### src/rtl/dac_frame_sequencer.sv
// dac_frame_sequencer: one serial DAC frame per accepted sample.
// Drives sclk/sync/data MSB-first, then pulses the load strobe.
module dac_frame_sequencer #(
  parameter int CLK_DIV = 2,
  parameter int LDAC_HP = 2,
  parameter int GAP_HP  = 1
) (
  input  logic        MHz50Clk,
  input  logic        resetN,
  input  logic [11:0] sampleIn,
  input  logic [3:0]  cmdIn,
  input  logic        sampleValid,
  output logic        sampleReady,
  output logic        serialClock,
  output logic        syncDAC,
  output logic        dIn,
  output logic        ldac,
  output logic        busy,
  output logic [15:0] frameCount
);

  localparam int DIVW = (CLK_DIV > 1) ? $clog2(CLK_DIV) : 1;

  localparam logic [2:0] S_IDLE   = 3'd0;
  localparam logic [2:0] S_LOAD   = 3'd1;
  localparam logic [2:0] S_SHIFT  = 3'd2;
  localparam logic [2:0] S_SYNCUP = 3'd3;
  localparam logic [2:0] S_LDAC   = 3'd4;
  localparam logic [2:0] S_GAP    = 3'd5;

  logic [2:0]      r_state;
  logic [DIVW-1:0] r_divCnt;
  logic [15:0]     r_shift;
  logic [3:0]      r_bitCnt;
  logic [15:0]     r_hpCnt;
  logic            r_sclk;
  logic            r_sync;
  logic            r_din;
  logic            r_ldac;
  logic            r_ready;
  logic            r_busy;
  logic [15:0]     r_frameCount;
  logic            w_tick;
  logic            w_accept;

  assign w_tick   = (r_divCnt == DIVW'(CLK_DIV - 1));
  assign w_accept = sampleValid && r_ready;

  // Half-period divider, parked at zero while idle.
  always_ff @(posedge MHz50Clk or negedge resetN) begin
    if (!resetN) begin
      r_divCnt <= '0;
    end else if (r_state == S_IDLE || w_tick) begin
      r_divCnt <= '0;
    end else begin
      r_divCnt <= r_divCnt + 1'b1;
    end
  end

  // Frame sequencer: every output changes only on a half-period tick.
  always_ff @(posedge MHz50Clk or negedge resetN) begin
    if (!resetN) begin
      r_state      <= S_IDLE;
      r_shift      <= '0;
      r_bitCnt     <= '0;
      r_hpCnt      <= '0;
      r_sclk       <= 1'b1;
      r_sync       <= 1'b1;
      r_din        <= 1'b0;
      r_ldac       <= 1'b1;
      r_ready      <= 1'b1;
      r_busy       <= 1'b0;
      r_frameCount <= '0;
    end else begin
      unique case (r_state)
        S_IDLE: begin
          if (w_accept) begin
            r_state  <= S_LOAD;
            r_shift  <= {cmdIn, sampleIn};
            r_din    <= cmdIn[3];
            r_sync   <= 1'b0;
            r_ready  <= 1'b0;
            r_busy   <= 1'b1;
            r_bitCnt <= '0;
            r_hpCnt  <= '0;
          end
        end
        S_LOAD: begin
          if (w_tick) begin
            r_state <= S_SHIFT;
            r_sclk  <= 1'b0;
          end
        end
        S_SHIFT: begin
          if (w_tick) begin
            r_sclk <= ~r_sclk;
            if (!r_sclk) begin
              if (r_bitCnt != 4'd15) begin
                r_shift  <= {r_shift[14:0], 1'b0};
                r_din    <= r_shift[14];
                r_bitCnt <= r_bitCnt + 1'b1;
              end else begin
                r_state <= S_SYNCUP;
                r_hpCnt <= '0;
              end
            end
          end
        end
        // Last bit's high half, then one sync hold half-period.
        S_SYNCUP: begin
          if (w_tick) begin
            if (r_hpCnt == 16'd1) begin
              r_state <= S_LDAC;
              r_sync  <= 1'b1;
              r_ldac  <= 1'b0;
              r_din   <= 1'b0;
              r_hpCnt <= '0;
            end else begin
              r_hpCnt <= r_hpCnt + 1'b1;
            end
          end
        end
        S_LDAC: begin
          if (w_tick) begin
            if (r_hpCnt == 16'(LDAC_HP - 1)) begin
              r_state      <= S_GAP;
              r_ldac       <= 1'b1;
              r_frameCount <= r_frameCount + 1'b1;
              r_hpCnt      <= '0;
            end else begin
              r_hpCnt <= r_hpCnt + 1'b1;
            end
          end
        end
        S_GAP: begin
          if (w_tick) begin
            if (r_hpCnt == 16'(GAP_HP - 1)) begin
              r_state <= S_IDLE;
              r_ready <= 1'b1;
              r_busy  <= 1'b0;
              r_hpCnt <= '0;
            end else begin
              r_hpCnt <= r_hpCnt + 1'b1;
            end
          end
        end
        default: begin
          r_state <= S_IDLE;
          r_sclk  <= 1'b1;
          r_sync  <= 1'b1;
          r_ldac  <= 1'b1;
          r_ready <= 1'b1;
          r_busy  <= 1'b0;
        end
      endcase
    end
  end

  assign sampleReady = r_ready;
  assign serialClock = r_sclk;
  assign syncDAC     = r_sync;
  assign dIn         = r_din;
  assign ldac        = r_ldac;
  assign busy        = r_busy;
  assign frameCount  = r_frameCount;

endmodule

### config.mk
export PLATFORM = sky130hd
export DESIGN_NAME = dac_frame_sequencer
export DESIGN_NICKNAME = d
export VERILOG_FILES = /design/src/rtl/dac_frame_sequencer.sv
export SDC_FILE = /design/constraint.sdc
export NUM_CORES = 1
export LEC_CHECK = 0
export ABC_AREA = 1
export CAP_MARGIN = 20
export CORE_UTILIZATION = 57
export CTS_CLUSTER_SIZE = 28
export DETAILED_ROUTE_END_ITERATION = 12
export HOLD_SLACK_MARGIN = 0.08
export PLACE_DENSITY = 0.76
export SLEW_MARGIN = 20
export SYNTH_ARGS = -nofsm -noshare
export SYNTH_HDL_FRONTEND = slang
export SYNTH_SLANG_ARGS = --single-unit
### constraint.sdc
create_clock -name MHz50Clk -period 1.7 [get_ports MHz50Clk]
set_input_delay 0.34 -clock MHz50Clk [delete_from_list [all_inputs] [get_ports MHz50Clk]]
set_output_delay 0.34 -clock MHz50Clk [all_outputs]
set_load 0.05 [all_outputs]
==> Yosys cells after proc, flatten, opt, wreduce, memory -nomap -nowiden <==
Cells that the tools add are included.
{ "word_totals": {"register_bits": 61, "output_inout_bits": 22} }
{ "op_classes": {"addsub": 4, "eq_ne": 20, "mux": 54, "bitwise": 5, "reduce_logical": 21} }
{ "op_table": {"columns": ["op", "n"], "rows": [
  ["$mux 16", 8],
  ["$pmux 16 s4", 1],
  ["$mux 15", 4],
  ["$mux 3", 11],
  ["$add 16x1->16 const B", 2],
  ["$pmux 15 s2", 1],
  ["$ne 2x2->1 const B", 12],
  ["$pmux 1 s3", 6],
  ["$pmux 3 s6", 1],
  ["$mux 1", 17],
  ["$eq 16x1->1 const B", 1],
  ["$logic_not 16->1", 1],
  ["$mux 4", 4],
  ["$reduce_or 4->1", 4],
  ["$reduce_and 7->1", 2],
  ["$reduce_and 11->1", 1],
  ["$reduce_and 5->1", 2],
  ["$pmux 4 s2", 1],
  ["$reduce_and 4->1", 2],
  ["$eq 3x2->1 const B", 2],
  ["$eq 3x3->1 const B", 2],
  ["$reduce_and 3->1", 2],
  ["$not 1->1", 5],
  ["$add 4x1->4 const B", 1],
  ["other kinds (11)", 11]
]} }

==> Depth between registers and ports, before layout <==
Gate-level depths: netlist (run 1).
{ "depth": {"depth_word": 5, "ltp_mapped": 12} }

==> Worst setup path after synthesis (run 1) <==
OpenSTA, ideal clock, no wires.
{ "synth_timing": {"path_type": "register -> register", "start": "reg r_frameCount[0] (netlist: frameCount[0])", "end": "reg r_frameCount[14] (netlist: frameCount[14])", "t_arrival_ns": 1.597, "setup_time_ns": 0.118, "path_stages_with_launch": 8, "slack_ns": -0.015, "path_buffers": 0, "synth_period_minus_slack_ns": 1.715, "cell_sequence": "dfrtp_1 > ha_1 > nand3_1 > nor2_1 > nand3_1 > xor2_1 > nand2_1 > nand2_1"} }
{ "synth_between": {"elab_chain_cells": 1} }
{ "synth_rtl": {"columns": ["element", "line_no", "rtl"], "rows": [
  ["from (decl)", "42", "logic [15:0] r_frameCount;"],
  ["from (signal assigned)", "128", "r_frameCount <= r_frameCount + 1'b1;"],
  ["$add 16x1->16", "128", null]
]} }
Every way passes these cells.
A chain may end at the register's enable or synchronous reset.

==> Final worst setup path (run 1) <==
{ "layout_timing": {"start": "reg r_hpCnt[1]", "end": "reg r_state[2]"} }
{ "layout_between": {"elab_chain_cells": 3, "elab_cells_between_ends": 6, "classes_between": "4 x eq/ne; 2 x reduce/logical"} }
{ "layout_rtl": {"columns": ["element", "line_no", "rtl"], "rows": [
  ["from (decl)", "35", "logic [15:0] r_hpCnt;"],
  ["from (signal assigned)", "119", "r_hpCnt <= r_hpCnt + 1'b1;"],
  ["from (signal assigned)", "131", "r_hpCnt <= r_hpCnt + 1'b1;"],
  ["from (signal assigned)", "143", "r_hpCnt <= r_hpCnt + 1'b1;"],
  ["$eq 16x1->1 / $logic_not 16->1 (equally long branches)", "112, 125, 137", null],
  ["$ne 2x2->1 (no source line)", null, null],
  ["$reduce_and 11->1 (no source line) (*)", null, null],
  ["to (signal assigned)", "113", "r_state <= S_LDAC;"],
  ["to (signal assigned)", "126", "r_state <= S_GAP;"],
  ["to (signal assigned)", "138", "r_state <= S_IDLE;"],
  ["to (decl)", "31", "logic [2:0] r_state;"]
]} }
Every way passes the cells marked *; elsewhere a longest branch is shown, timed or not.

==> results of run 1 <==
-- worst max-delay path, stage by stage, from the launching register on --
cell                      delay, ps
sky130_fd_sc_hd__dfrtp_1        420
sky130_fd_sc_hd__inv_1           90
sky130_fd_sc_hd__ha_1           140
sky130_fd_sc_hd__nand3_1         80
sky130_fd_sc_hd__nor2_2         160
sky130_fd_sc_hd__nand2_2        110
sky130_fd_sc_hd__nand2_1        110
sky130_fd_sc_hd__buf_4          120
sky130_fd_sc_hd__nand3_1        110
sky130_fd_sc_hd__nand2_1         90
sky130_fd_sc_hd__nand2_1         60
-- cell type report --
class / count / area, um2 / area share, %
Multi-Input combinational cell: 419 / 2009 / 42.02
Clock inverter: 5 / 36.28 / 0.7588
Sequential cell: 61 / 1538 / 32.16
Clock buffer: 11 / 141.4 / 2.957
Tap cell: 77 / 96.34 / 2.015
Timing Repair Buffer: 78 / 759.5 / 15.88
Inverter: 51 / 201.4 / 4.212
-- flip-flops by register name (all words and copies together) (netlist names) --
name,flops
frameCount,16
r_hpCnt,16
r_shift,15
r_bitCnt,4
r_state,3
busy,1
dIn,1
ldac,1
r_divCnt,1
sampleReady,1
serialClock,1
syncDAC,1
-- kinds of logic (layout without fill, tap and decap cells) --
| logic type | after synthesis | in the layout | share of synthesized area, % |
|---|---|---|---|
| AND/OR/NAND/NOR | 366 | 366 | 41.68 |
| buffers and inverters | 67 | 145 | 8.610 |
| flip-flops | 61 | 61 | 39.92 |
| AO/OA/AOI/OAI | 32 | 32 | 4.501 |
| XOR/XNOR | 16 | 16 | 3.653 |
| adder cells (fa/ha/maj) | 5 | 5 | 1.631 |
-- cell usage after synthesis (7+ instances only) --
cell / instances
sky130_fd_sc_hd__a21oi_1: 9
sky130_fd_sc_hd__buf_4: 7
sky130_fd_sc_hd__dfrtp_1: 57
sky130_fd_sc_hd__inv_1: 45
sky130_fd_sc_hd__nand2_1: 243
sky130_fd_sc_hd__nand3_1: 41
sky130_fd_sc_hd__nand3_2: 8
sky130_fd_sc_hd__nand4_1: 13
sky130_fd_sc_hd__nor2_1: 36
sky130_fd_sc_hd__nor3_1: 7
sky130_fd_sc_hd__o21ai_0: 18
sky130_fd_sc_hd__xnor2_1: 7
sky130_fd_sc_hd__xor2_1: 9
-- cell usage in the layout (no fill, tap or decap), drive strengths merged --
master / count
or2: 1
xnor2: 7
clkdlybuf4s50: 17
buf: 59
nor2: 45
dfrtp: 57
inv: 51
o21bai: 1
a22oi: 1
o21ai: 19
nand2: 248
dlygate4sd3: 1
nand3: 50
clkbuf: 12
clkinvlp: 3
nor3: 7
nand4: 13
a21oi: 9
nand3b: 1
dfstp: 4
o2111ai: 2
clkinv: 2
and2: 1
ha: 5
xor2: 9
-- power groups by stage --
| stage | Clock, uW | Sequential [uW] | Combinational, uW |
|---|---|---|---|
| after CTS | 1200 | 1450 | 101 |
| after global routing | 1260 | 1450 | 109 |
| after detailed placement | 0 | 1480 | 98.7 |
| final | 1190 | 1450 | 97.2 |
| after floorplan | 0 | 1480 | 14.0 |
| after global placement | 0 | 1480 | 98.0 |
-- per-layer routing --
layer	GRT usage, %	vias to the layer above
met4	11.29	0
met2	48.21	85
met1	35.05	1776
met3	6.231	21
li1	-	1860
met5	0	-
-- through the flow --
stage,utilization [%],std cells,setup WS [ps]
after floorplan,-,547,46.53
after global placement,69.94,680,-77.08
after detailed placement,69.94,680,-130.3
after CTS,72.88,697,32.09
after global routing,74.46,702,-37.97
final,74.46,702,101.2
-- worst max-delay path by stage --
stage	depth (start not counted)	endpoint	startpoint
CTS	8	r_bitCnt[2]$_DFFE_PN0P_	r_state[2]$_DFFE_PN0P_
global placement	9	r_bitCnt[2]$_DFFE_PN0P_	sampleValid
finish	10	r_state[2]$_DFFE_PN0P_	r_hpCnt[1]$_DFFE_PN0P_
global route	8	r_hpCnt[4]$_DFFE_PN0P_	r_bitCnt[0]$_DFFE_PN0P_
floorplan	10	r_hpCnt[5]$_DFFE_PN0P_	sampleReady$_DFFE_PN1P_
detailed placement	9	r_bitCnt[2]$_DFFE_PN0P_	sampleValid
-- repair_timing --
item,in CTS,in global routing
hold buffers,1,0
pin swaps,0,3
hold endpoints to repair,16,0
gates resized for setup,1,23
endpoints found under the setup margin,1,46
cloned,0,2
buffers inserted,0,3
==> run summary, run 1 <==
The run finished, with violations left. The final reports fail on design-rule violations. The top cell type by total area after synthesis was sky130_fd_sc_hd__dfrtp_1.

Minimum setup slack among reg-to-reg paths: 100 ps. In the synthesized netlist the dominant register cell turns out to be sky130_fd_sc_hd__dfrtp_1. Yosys mapped a number of flops with a built-in enable equal to 0. For the total of max-cap violations, the log shows 0. The net count reported at finish was 644. The run gives 4492 um2 as the area after detailed placement.

The analysis attributes to cell leakage a power of 0.002412 uW. The final count of hold timing violations came out at 0. The overall global routing resource usage was 28.36%. The worst clock skew is 15.27 ps, and the depth of the most critical reg-to-reg path is 10. The number of slew-limit violations in the final report is 0. The run gives 0 as the final setup violation count. The H-tree generated during clock tree synthesis spans 3 levels. The run gives 3.6% as the share of total power in combinational logic. Detailed routing placed a total of 4627 um of wire on met2. For the finished layout, the period the worst path requires is 1599 ps.

After routing, the total negative slack on setup checks comes to 0 ps. Row generation in the floorplan step produced 29 rows. Number of top-level pins: 41. The clock passes through at most 2 buffers. STA puts the critical path data arrival time at 1830 ps. Setup repair after global routing could not meet its margin everywhere. The total number of vias is 3742, and the aggregate global routing overflow is 0. The number of antenna diodes in the final layout is 0.

Along the worst path, the maximum fanout reaches 4. The internal power contribution is 2071 uW. The upper clock frequency limit is 0.6255 GHz, and the share of the synthesized area in the top cell type is 37.18%. The tools report the routability congestion estimate as 0.9071.

The filler cells instantiated in the layout total 523. The tools report the number of nets with antenna violations after detailed routing as 0. TritonCTS built the clock tree. The synthesis warning total is 0, and the synthesized area divided by synthesized cell count is 7.013 um2. The tightest hold path in the finished design has a slack of 475.1 ps. In this run the power spent charging and discharging nets is 662.9 uW. The post-route netlist has 19.68% of its cells at a drive strength greater than 1. For the maximum number of pins on one net before global-route repair, the log shows 27. The HPWL after detailed placement is 6632 um.

The worst slew margin relative to its limit is 67.98%, and the post-synthesis sequential element count is 61. The worst register-to-register path ends at r_state[2]$_DFFE_PN0P_. In the detailed route, the total length drawn on met3 is 401 um.

The initial antenna violation count was 0; the largest voltage drop on the vdd net was 416.8 uV. The floorplan die height is 84.04 um. The clock network accounts for 43.4% of the total power. For the power after layout, the log shows 2734 uW. In this run the worst hold path is classified as primary input to async pin. In this run the clock root is driven by a sky130_fd_sc_hd__clkbuf_8. The cell count after synthesis came out at 547.

The core region is 6422 um2. The final critical path takes up 94.05% of the cycle. The global-route wire length before repair is 15850 um. The later pin in the worst-skew pair is clocked with a latency of 350 ps. In this run the cell area of the synthesized design comes to 3836 um2. Of all flip-flops after synthesis, the portion carrying an async set or reset was 100.0%. The starting DRC count in detailed routing came out at 230. The via count of the first global-routing pass was 3588.

For the pin with the worst max-slew slack, the measured transition is 480.3 ps. In the routed layout, each cell is associated on average with a via count of 5.330. In this run the critical register-to-register path is launched from r_hpCnt[1]$_DFFE_PN0P_. Yosys attributes the largest share of cell area to sky130_fd_sc_hd__dfrtp_1 37%, sky130_fd_sc_hd__nand2_1 24%, sky130_fd_sc_hd__nand3_1 5.3%. In this run switching power makes up 24.25% of total power. The die span in x is 84.04 um, and the number of clock buffers inserted by TritonCTS is 9.

The initial utilization of the core area, before any placement, comes to 59.73%. The total nets after synthesis was 571. Clock tree synthesis found a total of 61 sinks. During placement, the flow inserted port buffers numbering 40. The worst setup path is of the flip-flop to flip-flop kind. The worst endpoint required time came out at 1930 ps. The run gives 4 as the number of remaining DRC errors. The first-pass detailed-route iteration total came out at 9. The post-synthesis to final-layout area growth is 24.66%, and the wire length reported by the detailed router is 9348 um. Summing all non-filler instances in the final layout gives an area of 4782 um2. The logs give 32 for the count of unique library cells instantiated by Yosys and 4114 um for the sum of routed wire segments on met1. Clock transition at the registers of the reported paths: 80 ps. Power spread over the standard cell area amounts to 571.7 nW/um2. Dividing the detail-routed wire length by the instance count gives 13.32 um.

The tools report the startpoint type of the worst setup path as a flip-flop. The worst setup path is captured at a flip-flop. The tools report the sequential share of power as 53.1%. Uppermost layer routed: met4. The sequential share of the synthesized area is 39.92%. The total die area was 7062 um2.
(Power assumes the default switching activity.)
==> run 2: changes to the inputs <==
- clock period: 1.7 -> 1.6 ns (I/O delays scaled with it)
==> run 2 against run 1 <==
Against the previous run: the run ends with design-rule violations, negative setup slack left; count of clock-buffer cells in the layout down 1; clock power grew 13%; global-route usage down 0.15 points; first-iteration DRC count is 82% higher; clock skew is 7.1 ps lower; register-to-register slack got worse by 270 ps; fmax shrank 9.8%; cell area grew 16%; largest cell class unchanged.
==> run summary, run 2 (synthesis results as in run 1) <==
The flow ran to the end, but the final reports show violations. The checks that failed: design-rule violations, negative setup slack. The tools report the total die area as 7062 um2 (unchanged).

The global-route wire length before repair is 15760 um (-0.57%), and the initial antenna violation count is 0 (unchanged). For the met3 track demand over resource, the log shows 4.352% (-1.9 points). The routability congestion estimate is 0.9379 (+3.4%). The average detailed-routed wire length per instance is 15.87 um (+19%). The run gives 0 (unchanged) as the aggregate global routing overflow. The tools report the overall global routing resource usage as 28.21% (-0.15 points).

The count of filler cells inserted in the layout is 338 (-35%), and the clock period minus final worst setup slack is 1772 ps (+173.6 ps). The placeable core area is 6422 um2 (unchanged), and the share of total power in combinational logic is 3.8% (+0.2 points). The logs give 0.002713 uW (+12%) for the leakage power and 44.8% (+1.4 points) for the share of total power in the clock network. The most utilized layer in the global route result was met2. The minimum setup slack after placement came out at -148.4 ps (-18.11 ps). The run gives 675 (+4.8%) as the net count reported at finish. Clock latency of the later-clocked register in the worst-skew pair: 350 ps (about the same).

The worst clock skew is 8.194 ps (-7.073 ps). The minimum setup slack among reg-to-reg paths is -170 ps (-270 ps). Library cell used as clock root buffer: sky130_fd_sc_hd__clkbuf_8. The area of all placed cells without fillers is 5535 um2 (+16%). The worst setup path is of the flip-flop to flip-flop kind.

The run gives 0 (unchanged) as the total of max-cap violations. The floorplan die height is 84.04 um (unchanged). The number of nets with antenna violations after detailed routing was 0 (unchanged); the final antenna diode count was 0 (unchanged).

The run gives 3499 (-2.5%) as the via count of the first global-routing pass. The die span in x was 84.04 um (unchanged). The internal power contribution was 2300 uW (+11%).

The switching part of the total works out to 23.21% (-1.0 points). The minimum setup slack in the final design came out at -172.3 ps (-273.6 ps). Clock transition at the registers of the reported paths: 70 ps (about the same). The tools report the count of clock tree sinks as 61 (unchanged). For the sequential share of power, the log shows 51.5% (-1.6 points). For the total number of vias, the log shows 4194 (+12%).

Leaving out fill and tap cells, the most frequent cell in the layout is sky130_fd_sc_hd__nand2_1. TritonCTS built the clock tree. The met2 track utilization from global routing was 49.11% (+0.89 points); the worst endpoint required time was 1870 ps (-60 ps). The tools report the final setup violation count as 40 (+40).

The library cells used most frequently in the layout, excluding fill and tap cells, are 201 x sky130_fd_sc_hd__nand2_1, 54 x sky130_fd_sc_hd__buf_4, 52 x sky130_fd_sc_hd__dfrtp_1, 42 x sky130_fd_sc_hd__inv_1, 36 x sky130_fd_sc_hd__nand2_2. The transition time at the pin with the least slew margin was 394.0 ps (-86.23 ps). Number of H-tree branching levels: 3 (unchanged). Setup repair after global routing could not meet its margin everywhere.

The summed negative setup slack over all endpoints was -4901 ps (-4901 ps); the starting DRC count in detailed routing was 418 (+82%). Upper clock frequency limit: 0.5642 GHz (-9.8%). The detailed-route vias per instance was 5.730 (+7.5%). The ratio of cells with drive above 1 in the final layout is 31.15% (+11 points).

The tools report the final count of hold timing violations as 0 (unchanged). The run gives 59.73% (unchanged) as the initial standard-cell utilization of the core. The post-synthesis to final-layout area growth was 44.29%; the post-route fraction of the period consumed by the critical path was 110.8% (+17 points). Area after detailed placement: 4840 um2 (+7.7%). The biggest fanout along the worst timing path was 6 (+2). The worst setup path is captured at a flip-flop. The switching power was 695.1 uW (+4.9%). The logs give 73.73% (+5.7 points) for the worst slew margin relative to its limit and 29 (unchanged) for the standard-cell row count.

For the detailed-placement wirelength estimate, the log shows 6920 um (+4.3%). The number of buffers between clock root and the deepest sink was 2 (unchanged). The number of slew-limit violations in the final report came out at 0 (unchanged). The maximum number of pins on one net before global-route repair is 31 (+15%), and the met1 track demand over resource in global routing is 35.34% (+0.29 points). The run gives 2050 ps (+220 ps) as the data arrival at the endpoint of the critical path. The number of buffer cells added on primary ports was 40 (unchanged); the number of clock buffers inserted by TritonCTS was 9 (unchanged).

The power after layout was 2995 uW (+9.6%); the total power per unit cell area was 541.1 nW/um2 (-5.4%). The worst hold path belongs to the class primary input to async pin. The largest voltage drop on the vdd net was 429.4 uV (+3.0%). The number of remaining DRC errors is 2 (-2). Final cell utilization of the core: 86.19% (+12 points).

The first-pass detailed-route iteration total is 10 (+1), and the number of top-level pins is 41 (unchanged). The wire length reported by the detailed router is 11620 um (+24%). STA classifies the critical path startpoint as a flip-flop.
## run 2: changes by cell type in the layout (fill, tap and decap cells not counted), moves of 5 or more
cell	previous run	this run
sky130_fd_sc_hd__buf_4	47	54
sky130_fd_sc_hd__nand3_2	8	16
sky130_fd_sc_hd__nand2_4	0	11
sky130_fd_sc_hd__buf_12	9	25
sky130_fd_sc_hd__nand2_1	238	201
sky130_fd_sc_hd__nand3_1	41	32
sky130_fd_sc_hd__nand2_2	10	36
sky130_fd_sc_hd__buf_6	1	6
## run 2: power groups by stage
stage,Clock [uW],Combinational (uW),Sequential [uW]
2_1_floorplan,0,14.9,1570
3_3_place_gp,0,104,1570
3_5_place_dp,0,105,1570
4_1_cts,1330,106,1540
5_1_grt,1420,124,1540
6_report,1340,113,1540
## run 2: area by class of cell
type,instances,area (um2),share of cell area [%]
clock inverter,5,52.55,0.9494
timing repair buffer,109,1264,22.83
clock buffer,10,127.6,2.306
multi-input combinational,419,2236,40.39
tap,77,96.34,1.741
sequential,61,1538,27.78
inverter,51,221.5,4.001
## run 2: per-layer routing
layer	vias to the layer above	share of wire (%)
li1	1939	-
met1	1989	39
met2	211	50
met3	55	6.5
met4	0	4.0
met5	-	0
## run 2: worst max-delay path, cell delays in order (launching register included)
cell	delay, ps
sky130_fd_sc_hd__dfrtp_2	480
sky130_fd_sc_hd__nor2_4	250
sky130_fd_sc_hd__nand2_2	120
sky130_fd_sc_hd__nand2_2	120
sky130_fd_sc_hd__nand3_2	130
sky130_fd_sc_hd__nor2_4	190
sky130_fd_sc_hd__buf_4	150
sky130_fd_sc_hd__buf_12	120
sky130_fd_sc_hd__nand3_2	60
sky130_fd_sc_hd__o21ai_1	80
## run 2: stage by stage
stage | instances | hold slack, ps
floorplan | 547 | 24.41
global placement | 703 | 264.4
detailed placement | 703 | 267.9
CTS | 719 | 443.1
global route | 732 | 462.2
finish | 732 | 433.6
## run 2: path summary, 6_finish.rpt
| check | startpoint | end | cells past startpoint |
|---|---|---|---|
| max | r_state[0]$_DFFE_PN0P_ | r_bitCnt[0]$_DFFE_PN0P_ | 9 |
| min reg2reg | r_shift[14]$_DFFE_PN0P_ | r_shift[14]$_DFFE_PN0P_ | 2 |
| max reg2reg | r_state[0]$_DFFE_PN0P_ | r_bitCnt[0]$_DFFE_PN0P_ | 9 |
| max in group asynchronous | resetN | ldac$_DFFE_PN1P_ | 3 |
| min in group MHz50Clk | r_shift[14]$_DFFE_PN0P_ | r_shift[14]$_DFFE_PN0P_ | 2 |
| min | resetN | frameCount[7]$_DFFE_PN0P_ | 2 |
## run 2: timing repair
action,4_1_cts,5_1_grt
hold buffers,1,0
pin swaps,2,28
setup buffers,0,10
resized for setup,11,98
setup endpoints to repair,39,54
cloned,0,4
hold endpoints to repair,12,0
